--- src/rtl/wb_port_arbiter_pkg.sv ---
// Shared widths, the buffered writeback entry and the starvation FSM states.
package wb_port_arbiter_pkg;

   localparam int ADDR_WIDTH = 5;
   localparam int DATA_WIDTH = 32;
   localparam int REG_COUNT  = 32;

   typedef struct packed {
      logic [ADDR_WIDTH-1:0] addr;
      logic [DATA_WIDTH-1:0] data;
   } wb_entry_t;

   typedef enum logic {
      RUN   = 1'b0,
      STALL = 1'b1
   } wb_state_e;

endpackage

--- src/rtl/wb_fifo.sv ---
// Synchronous buffer of long-latency writeback entries; reset flushes all entries.
module wb_fifo
   import wb_port_arbiter_pkg::*;
#(
   parameter int DEPTH = 4
) (
   input  logic                         clk,
   input  logic                         rst_n,
   input  logic                         push,
   input  wb_entry_t                    entry,
   input  logic                         pop,
   output logic                         full,
   output logic                         empty,
   output wb_entry_t                    head,
   output logic [$clog2(DEPTH+1)-1:0]   count
);

   localparam int PW = $clog2(DEPTH);
   localparam int CW = $clog2(DEPTH+1);

   wb_entry_t       mem [DEPTH];
   logic [PW-1:0]   wr_ptr;
   logic [PW-1:0]   rd_ptr;
   logic            do_push;
   logic            do_pop;

   assign full    = (count == CW'(DEPTH));
   assign empty   = (count == '0);
   assign do_push = push && !full;
   assign do_pop  = pop && !empty;
   assign head    = mem[rd_ptr];

   always_ff @(posedge clk) begin
      if (do_push) mem[wr_ptr] <= entry;
   end

   // DEPTH is a power of two, so the pointers wrap by overflow.
   always_ff @(posedge clk or negedge rst_n) begin
      if (!rst_n) begin
         wr_ptr <= '0;
         rd_ptr <= '0;
         count  <= '0;
      end else begin
         if (do_push) wr_ptr <= wr_ptr + PW'(1);
         if (do_pop)  rd_ptr <= rd_ptr + PW'(1);
         case ({do_push, do_pop})
            2'b10:   count <= count + CW'(1);
            2'b01:   count <= count - CW'(1);
            default: count <= count;
         endcase
      end
   end

endmodule

--- src/rtl/wb_port_arbiter.sv ---
// Register-file write port arbiter: pipeline priority, buffered long-latency results,
// pending scoreboard and starvation bubble.
//   state | meaning
//   RUN   | pipeline wins the port; lost cycles counted while results wait
//   STALL | one-cycle bubble, buffered head owns the port
module wb_port_arbiter
   import wb_port_arbiter_pkg::*;
#(
   parameter int FIFO_DEPTH   = 4,
   parameter int STARVE_LIMIT = 4
) (
   input  logic                  clk,
   input  logic                  rst_n,
   input  logic                  pipe_we_i,
   input  logic [ADDR_WIDTH-1:0] pipe_addr_i,
   input  logic [DATA_WIDTH-1:0] pipe_data_i,
   input  logic                  lu_valid_i,
   output logic                  lu_ready_o,
   input  logic [ADDR_WIDTH-1:0] lu_addr_i,
   input  logic [DATA_WIDTH-1:0] lu_data_i,
   input  logic                  issue_i,
   input  logic [ADDR_WIDTH-1:0] issue_addr_i,
   input  logic [ADDR_WIDTH-1:0] chk_addr1_i,
   input  logic [ADDR_WIDTH-1:0] chk_addr2_i,
   output logic                  busy1_o,
   output logic                  busy2_o,
   output logic                  stall_o,
   output logic                  we_o,
   output logic [ADDR_WIDTH-1:0] wr_addr_o,
   output logic [DATA_WIDTH-1:0] wr_data_o
);

   localparam int CW = $clog2(FIFO_DEPTH+1);
   localparam int LW = $clog2(STARVE_LIMIT+1);

   wb_state_e            state;
   logic [LW-1:0]        starve_cnt;
   logic [REG_COUNT-1:0] pending;
   logic [REG_COUNT-1:0] pending_set;
   logic [REG_COUNT-1:0] pending_clr;

   logic                 fifo_full;
   logic                 fifo_empty;
   logic [CW-1:0]        fifo_count;
   wb_entry_t            head;
   wb_entry_t            lu_entry;
   logic                 fifo_push;
   logic                 fifo_pop;
   logic                 pipe_win;

   assign lu_ready_o = (fifo_count < CW'(FIFO_DEPTH));
   // x0 results complete the handshake but are never buffered.
   assign fifo_push  = lu_valid_i && !fifo_full && (lu_addr_i != '0);
   assign lu_entry   = '{addr: lu_addr_i, data: lu_data_i};

   assign stall_o    = (state == STALL);
   assign pipe_win   = pipe_we_i && !stall_o;
   assign fifo_pop   = !pipe_win && !fifo_empty;

   wb_fifo #(
      .DEPTH (FIFO_DEPTH)
   ) u_fifo (
      .clk   (clk),
      .rst_n (rst_n),
      .push  (fifo_push),
      .entry (lu_entry),
      .pop   (fifo_pop),
      .full  (fifo_full),
      .empty (fifo_empty),
      .head  (head),
      .count (fifo_count)
   );

   always_comb begin
      wr_addr_o = head.addr;
      wr_data_o = head.data;
      we_o      = 1'b0;
      if (pipe_win) begin
         wr_addr_o = pipe_addr_i;
         wr_data_o = pipe_data_i;
         we_o      = (pipe_addr_i != '0);
      end else if (!fifo_empty) begin
         we_o      = 1'b1;
      end
      if (!rst_n) we_o = 1'b0;
   end

   always_comb begin
      pending_set = '0;
      pending_clr = '0;
      if (issue_i && (issue_addr_i != '0)) pending_set[issue_addr_i] = 1'b1;
      if (fifo_pop) pending_clr[head.addr] = 1'b1;
   end

   // Set is applied after clear so a same-cycle re-issue keeps the bit.
   always_ff @(posedge clk or negedge rst_n) begin
      if (!rst_n) pending <= '0;
      else        pending <= (pending & ~pending_clr) | pending_set;
   end

   assign busy1_o = pending[chk_addr1_i];
   assign busy2_o = pending[chk_addr2_i];

   always_ff @(posedge clk or negedge rst_n) begin
      if (!rst_n) begin
         state      <= RUN;
         starve_cnt <= '0;
      end else begin
         case (state)
            RUN: begin
               if (pipe_win && !fifo_empty) begin
                  if (starve_cnt == LW'(STARVE_LIMIT-1)) begin
                     state      <= STALL;
                     starve_cnt <= '0;
                  end else begin
                     starve_cnt <= starve_cnt + LW'(1);
                  end
               end else begin
                  starve_cnt <= '0;
               end
            end
            STALL: begin
               state      <= RUN;
               starve_cnt <= '0;
            end
         endcase
      end
   end

   a_issue_free: assert property (@(posedge clk) disable iff (!rst_n)
      issue_i |-> !pending[issue_addr_i]);
   a_pipe_free: assert property (@(posedge clk) disable iff (!rst_n)
      pipe_we_i |-> !pending[pipe_addr_i]);
   a_no_write_in_stall: assert property (@(posedge clk) disable iff (!rst_n)
      pipe_we_i |-> !stall_o);

endmodule

--- config.mk ---
export PLATFORM = sky130hd
export DESIGN_NAME = wb_port_arbiter
export DESIGN_NICKNAME = d
export VERILOG_FILES = /design/src/rtl/wb_port_arbiter_pkg.sv /design/src/rtl/wb_fifo.sv /design/src/rtl/wb_port_arbiter.sv
export SDC_FILE = /design/constraint.sdc
export NUM_CORES = 1
export LEC_CHECK = 0
export CAP_MARGIN = 20
export CORE_ASPECT_RATIO = 0.7
export CORE_MARGIN = 2
export CORE_UTILIZATION = 28
export DETAILED_ROUTE_END_ITERATION = 7
export PLACE_DENSITY = 0.58
export SLEW_MARGIN = 20
export SYNTH_ARGS = -nofsm -noshare
export SYNTH_HDL_FRONTEND = slang
export SYNTH_SLANG_ARGS = --single-unit
--- constraint.sdc ---
create_clock -name clk -period 2.94 [get_ports clk]
set_clock_uncertainty 0.2 [all_clocks]
set_input_delay 0.588 -clock clk [delete_from_list [all_inputs] [get_ports clk]]
set_output_delay 0.588 -clock clk [all_outputs]
set_load 0.02 [all_outputs]
==> reports/summary.md, run 1 <==
• **Yosys top cell by area** sky130_fd_sc_hd__edfxtp_1
• **drc violations** 0
• **buffers from clock root to sink, at most** 2
• **placer's final routability congestion estimate** 0.826
• **Fin. Hold Viols** 0
• **antenna violation net count after detailed routing** 0
• **number of global-route vias before repair** 5352
• **final critical path time including I/O delays and setup** 2.88 ns
• **max-slew violation count** 0
• **detailed-route wire length** 20.5 mm
• **worst slack after detailed placement** -0.812 ns
• **fraction of final layout cells sized beyond drive strength 1** 25.1%
• **first-pass GRT wire length** 31.5 mm
• **number of I/O port buffers** 135
• **top-area cell type share of the netlist area** 53.5%
• **data required time at the worst endpoint** 2.15 ns
• **routed vias** 5317
• **count of routing violations after the opening detailed-route iteration** 409
• **outcome** finished clean
• **Initial Utilization** 28.6%
• **Core Util, Final** 38.2%
• **maximum level of the CTS H-tree** 4
• **synthesized area** 8310 sq um
• **warnings from Yosys** 0
• **count of distinct cell types in the synthesized netlist** 40
• **Overall Global Routing Usage** 13.7%
• **iteration count of the initial detailed-routing pass** 6
• **hold-fix buffers at CTS** 0
• **final setup vio count** 0
• **worst-case setup margin in the final layout** 0.0602 ns
• **number of instances in the synthesized netlist** 571
• **Avg WL per Cell** 18.0 um
• **Worst Setup Start Kind** input pin
• **Inserted Clock Buffers** 17
• **Via-to-Cell Ratio** 4.66
• **root cell of the clock tree** sky130_fd_sc_hd__clkbuf_16
• **post-synthesis average cell area** 14.6 sq um
• **pin count of the biggest net entering global routing** 44
• **worst-case headroom to the max-slew limit** 47.0%
• **commonest cells after routing, fill and taps aside** sky130_fd_sc_hd__nand2_1, sky130_fd_sc_hd__edfxtp_1, sky130_fd_sc_hd__clkdlybuf4s50_1, sky130_fd_sc_hd__mux4_2, sky130_fd_sc_hd__dfrtp_1
• **count of filler cells inserted in the layout** 2725
• **Syn Nets** 672
• **maximum net fanout on the critical path** 5
• **transition time at the pin with the least slew margin** 0.794 ns
• **ports placed on the boundary** 136
• **number of antenna violations at the first check in global routing** 0
• **static power due to leakage** 4.19 nW
• **Hold Path Class** in2async
• **area grow syn2layout** 33.7%
• **ranking of synthesized cells by area** sky130_fd_sc_hd__edfxtp_1, sky130_fd_sc_hd__mux4_2, sky130_fd_sc_hd__dfrtp_1
• **endpoint arrival time on the critical path** 2.09 ns
• **power density over the cells** 885 nW/um^2
• **Diodes inserted** 0
• **Placeable Area** 29100 sq um
• **unrepaired setup endpoints after global routing** true
• **vertical die dimension** 148 um
• **maximum capacitance violations** 0
• **clock-pin slew on the worst setup and hold paths** 0.08 ns
• **clock tree from TritonCTS** done
• **clock latency reported for the late side of the worst-skew pair** 0.43 ns
• **nature of the critical path endpoint** output pin
• **largest vdd supply drop** 0.000420 V
• **gr ovfl total** 0
• **nets** 850
• **critical path type** in2out
• **die footprint** 31100 sq um
• **post-synthesis sequential element count** 191
• **floorplan row count** 52
• **most common cell after layout, fill and taps aside** sky130_fd_sc_hd__nand2_1
• **part of the Yosys area used for sequential elements** 66.4%
• **Clock Sinks** 191
• **die width** 210 um
• **final worst path period share** 98.0%
• **half-perimeter wire length of the detailed placement result** 14.0 mm
• **Max Fclk** 347 MHz
[critical path, stage by stage]
cell,delay [ns]
sky130_fd_sc_hd__dlygate4sd2_1,0.35
sky130_fd_sc_hd__buf_4,0.17
sky130_fd_sc_hd__mux4_2,0.27
sky130_fd_sc_hd__mux2_2,0.28
sky130_fd_sc_hd__nor3b_2,0.18
sky130_fd_sc_hd__nor4_1,0.08
sky130_fd_sc_hd__buf_2,0.17
[cell families after synthesis]
logic type | count (synthesis) | share of synthesized area [%]
flops | 191 | 66.4
compound gates | 37 | 2.44
buf+inv | 35 | 1.81
mux | 61 | 15.4
fa+ha+maj | 7 | 1.14
simple gates | 234 | 12.2
xor+xnor | 6 | 0.632
[synth_stat cells (all sizes together)]
library cell / instances
nand3: 2
or4b: 2
mux4: 53
or4: 1
edfxtp: 148
nor4b: 1
and3: 2
buf: 16
nor3b: 4
nand2: 177
nand3b: 3
xor2: 2
fa: 1
nand2b: 5
inv: 8
nor2b: 5
and2: 5
ha: 6
or3b: 3
nor4: 2
a2111oi: 2
mux2i: 3
o21ai: 31
or3: 2
nor2: 13
nand4: 1
dfrtp: 43
xnor2: 4
o311a: 1
a21oi: 1
o21a: 2
mux2: 5
nor3: 6
clkbuf: 11
[sequential cells by signal, summed over array words and instances (netlist names)]
register       count
pending           32
stall_o            1
starve_cnt         3
u_fifo.count       3
u_fifo.mem       148
u_fifo.rd_ptr      2
u_fifo.wr_ptr      2
[worst paths after layout]
| check | start | to | slack [ns] | cells after the start |
|---|---|---|---|---|
| max | chk_addr1_i[2] | busy1_o | 0.06 | 7 |
| min | rst_n | pending[1] | 0.09 | 2 |
| max in group asynchronous | rst_n | u_fifo.rd_ptr[1] | 2.00 | 2 |
| min reg2reg | starve_cnt[0] | starve_cnt[0] | 0.26 | 1 |
| min in group clk | starve_cnt[0] | starve_cnt[0] | 0.26 | 1 |
| max reg2reg | u_fifo.rd_ptr[0] | pending[29] | 0.28 | 6 |
[final cells by class]
class                      count  area (sq um)  area share, %
sequential                   191          5520           49.7
clock inverter                15           125           1.13
multi-input combinational    345          2730           24.6
timing repair buffer         186          1810           16.3
clock buffer                  17           425           3.83
inverter                       8          30.0          0.270
tap                          378           473           4.25
[where the power goes]
group / switching, W / internal, W / total (W)
Clock: 0.00106 / 0.00111 / 0.00217
Combinational: 0.00186 / 0.00181 / 0.00367
Sequential: 0.000366 / 0.00363 / 0.00400
Total: 0.00329 / 0.00655 / 0.00984
[metal layers]
layer	part of all wire [%]	track usage (%)	up-vias
li1	-	-	2467
met1	47	19.3	2660
met2	45	20.5	177
met3	7.0	3.99	13
met4	0.82	3.94	0
met5	0	0	-
[metrics by stage]
step / cells / power [W] / cell area, sq um / TNS (ns) / hold WS, ns
floorplan: 571 / 0.00613 / 8310 / 0 / 0.0924
global placement: 1097 / 0.00759 / 10500 / -6.65 / 0.240
detailed placement: 1097 / 0.00764 / 10500 / -6.86 / 0.237
CTS: 1137 / 0.00993 / 11100 / -0.203 / 0.113
global route: 1140 / 0.0104 / 11100 / -0.0454 / 0.152
finish: 1140 / 0.00984 / 11100 / 0 / 0.0907
[repair_timing]
action,4_1_cts,5_1_grt
setup buffers,6,3
gates resized for setup,100,41
cloned,2,0
endpoints found under the setup margin,40,25
pin swaps,4,4
Power figures use the tool's default switching activity.
==> run 2, diff against run 1 <==
--- a/config.mk
+++ b/config.mk
@@ -7,7 +7,7 @@
 export LEC_CHECK = 0
 export CAP_MARGIN = 20
 export CORE_ASPECT_RATIO = 0.7
-export CORE_MARGIN = 2
+export CORE_MARGIN = 1
 export CORE_UTILIZATION = 28
 export DETAILED_ROUTE_END_ITERATION = 7
 export PLACE_DENSITY = 0.58
==> run 2 against run 1 <==
- sequential share of layout area decreased by 0.34 points
- critical path depth decreased by 1
- global-route usage increased by 0.38 points
==> reports/summary.md, run 2 (synthesis results as in run 1) <==
• **largest vdd supply drop** 0.000456 V, +8.4%
• **max FFs per register** 148, unchanged
• **root cell of the clock tree** sky130_fd_sc_hd__clkbuf_16
• **final worst path period share** 97.2%, -0.74 points
• **Critical Path Source** u_fifo.rd_ptr[0]
• **Avg WL per Cell** 17.8 um, -1.1%
• **first-pass GRT wire length** 31.8 mm, +0.96%
• **dpl cell area** 10500 sq um, about the same
• **antenna violation net count after detailed routing** 0, unchanged
• **series of cell instances along the critical path** buf_4 > buf_12 > mux4_2 > nand2_1 > nand2_1 > clkdlybuf4s15_2
• **Worst Setup Start Kind** register
• **clock-pin slew on the worst setup and hold paths** 0.08 ns, about the same
• **static power due to leakage** 4.23 nW, +0.92%
• **area grow syn2layout** 34.6%
• **gr ovfl total** 0, unchanged
• **Clock Sinks** 191, unchanged
• **top flop regs** u_fifo.mem (148), pending (32)
• **Initial Utilization** 28.7%, +0.064 points
• **die footprint** 30400 sq um, -2.3%
• **clock latency reported for the late side of the worst-skew pair** 0.43 ns, about the same
• **final non-filler cell area** 11200 sq um, +0.69%
• **vertical die dimension** 146 um, -1.3%
• **ports placed on the boundary** 136, unchanged
• **unrepaired setup endpoints after global routing** true
• **Max Fclk** 350 MHz, +0.76%
• **hold-fix buffers at CTS** 0, unchanged
• **Placeable Area** 29000 sq um, -0.22%
• **drc violations** 0, unchanged
• **most common cell after layout, fill and taps aside** sky130_fd_sc_hd__nand2_1
• **commonest cells after routing, fill and taps aside** sky130_fd_sc_hd__nand2_1, sky130_fd_sc_hd__edfxtp_1, sky130_fd_sc_hd__clkdlybuf4s50_1, sky130_fd_sc_hd__mux4_2, sky130_fd_sc_hd__dfrtp_1
• **nature of the critical path endpoint** output pin
• **placer's final routability congestion estimate** 0.865, +4.8%
• **max-slew violation count** 0, unchanged
• **path depth of the worst reg2reg path** 7, +1
• **number of I/O port buffers** 135, unchanged
• **final critical path time including I/O delays and setup** 2.86 ns, -0.0217 ns
• **buffers from clock root to sink, at most** 2, unchanged
• **die width** 208 um, -0.95%
• **clock tree from TritonCTS** done
• **transition time at the pin with the least slew margin** 0.822 ns, +0.0280 ns
• **outcome** finished clean
• **register with the most flip-flops** u_fifo.mem
• **Cell Count Post-Placement** 1095, -0.18%
• **final setup vio count** 0, unchanged
• **Crit Reg-Reg Startpoint** u_fifo.rd_ptr[0]
• **detailed-route wire length** 20.3 mm, -0.67%
• **nets** 851, +0.12%
• **Inserted Clock Buffers** 17, unchanged
• **Setup Total Neg Slack** 0 ns, unchanged
• **iteration count of the initial detailed-routing pass** 5, -1
• **floorplan row count** 52, unchanged
• **number of global-route vias before repair** 5443, +1.7%
• **maximum capacitance violations** 0, unchanged
• **Non-Filler Instances** 1145, +0.44%
• **count of routing violations after the opening detailed-route iteration** 399, -2.4%
• **most prevalent standard cell on the critical path** sky130_fd_sc_hd__nand2_1
• **critical path type** reg2out
• **slowest cell on the critical path** sky130_fd_sc_hd__mux4_2
• **worst path bufs/invs** 3, unchanged
• **Via-to-Cell Ratio** 4.65, -0.31%
• **Hold Path Class** in2async
• **Register-to-Register Setup Slack** 0.17 ns, -0.11 ns
• **data required time at the worst endpoint** 2.15 ns, about the same
• **Hold Worst Slack** 0.0989 ns, +0.00828 ns
• **Fin. Hold Viols** 0, unchanged
• **endpoint arrival time on the critical path** 2.07 ns, -0.02 ns
• **routed vias** 5324, +0.13%
• **maximum net fanout on the critical path** 12, +7
• **Overall Global Routing Usage** 14.1%, +0.38 points
• **worst-case headroom to the max-slew limit** 45.1%, -1.9 points
• **logic depth of the worst setup path including buffers** 6, -1
• **maximum level of the CTS H-tree** 4, unchanged
• **pin count of the biggest net entering global routing** 44, unchanged
• **half-perimeter wire length of the detailed placement result** 14.0 mm, +0.15%
• **Largest stage delay, worst path** 0.56 ns, +0.21 ns
• **Largest delay share family, worst path** multiplexers
• **power density over the cells** 895 nW/um^2, +1.1%
• **fraction of final layout cells sized beyond drive strength 1** 25.0%, -0.033 points
• **number of antenna violations at the first check in global routing** 6, +6
run 2: cell count changes in the layout (fill, tap and decap cells not counted), moves of 4 or more:
cell,previous run,this run
sky130_fd_sc_hd__buf_2,13,5
sky130_fd_sc_hd__clkbuf_2,10,18
sky130_fd_sc_hd__buf_4,36,32
sky130_fd_sc_hd__buf_6,2,6
sky130_fd_sc_hd__clkdlybuf4s15_1,7,3
sky130_fd_sc_hd__diode_2,0,4
run 2: worst paths after layout:
kind,to
worst min register to register,starve_cnt[0]
worst max register to register,pending[5]
min in group clk,starve_cnt[0]
max in group asynchronous,u_fifo.rd_ptr[1]
worst max-delay path,wr_addr_o[0]
worst min-delay path,pending[3]
run 2: layer usage:
metal  global-route usage (%)  wire length, um  share of wire, %  vias to the layer above
met2                     21.5             9190                45                      163
li1                         -                -                 -                     2474
met1                     19.0             9420                46                     2662
met5                        0               23              0.11                        -
met4                     4.11              202              0.99                        4
met3                     4.58             1490               7.3                       21
run 2: per-stage QoR:
stage | power [W] | setup slack, ns | util, %
2_1_floorplan | 0.00613 | 0.112 | -
3_5_place_dp | 0.00765 | -0.798 | 36.1
4_1_cts | 0.0101 | -0.0136 | 38.6
3_3_place_gp | 0.00761 | -0.833 | 36.1
6_report | 0.0100 | 0.0819 | 38.6
5_1_grt | 0.0106 | -0.000242 | 38.5
run 2: timing repair:
| action | in CTS | in global routing |
|---|---|---|
| endpoints found under the setup margin | 40 | 26 |
| endpoints found under the hold margin | 0 | 0 |
| resized for setup | 96 | 39 |
| setup buffers | 6 | 7 |
| cloned | 1 | 0 |
| pin swaps | 6 | 2 |
run 2: area by class of cell:
type / count / area (sq um)
antenna: 4 / 10.0
clock buffer: 18 / 429
clock inverter: 14 / 169
fill: 2773 / 17800
inverter: 8 / 30.0
multi-input combinational: 345 / 2740
sequential: 191 / 5520
tap: 378 / 473
timing repair buffer: 187 / 1820
run 2: power breakdown:
group	internal [W]	switching [W]	total (W)
clock network	0.00128	0.00106	0.00235
registers	0.00363	0.000374	0.00401
logic	0.00182	0.00184	0.00366
total	0.00674	0.00328	0.0100
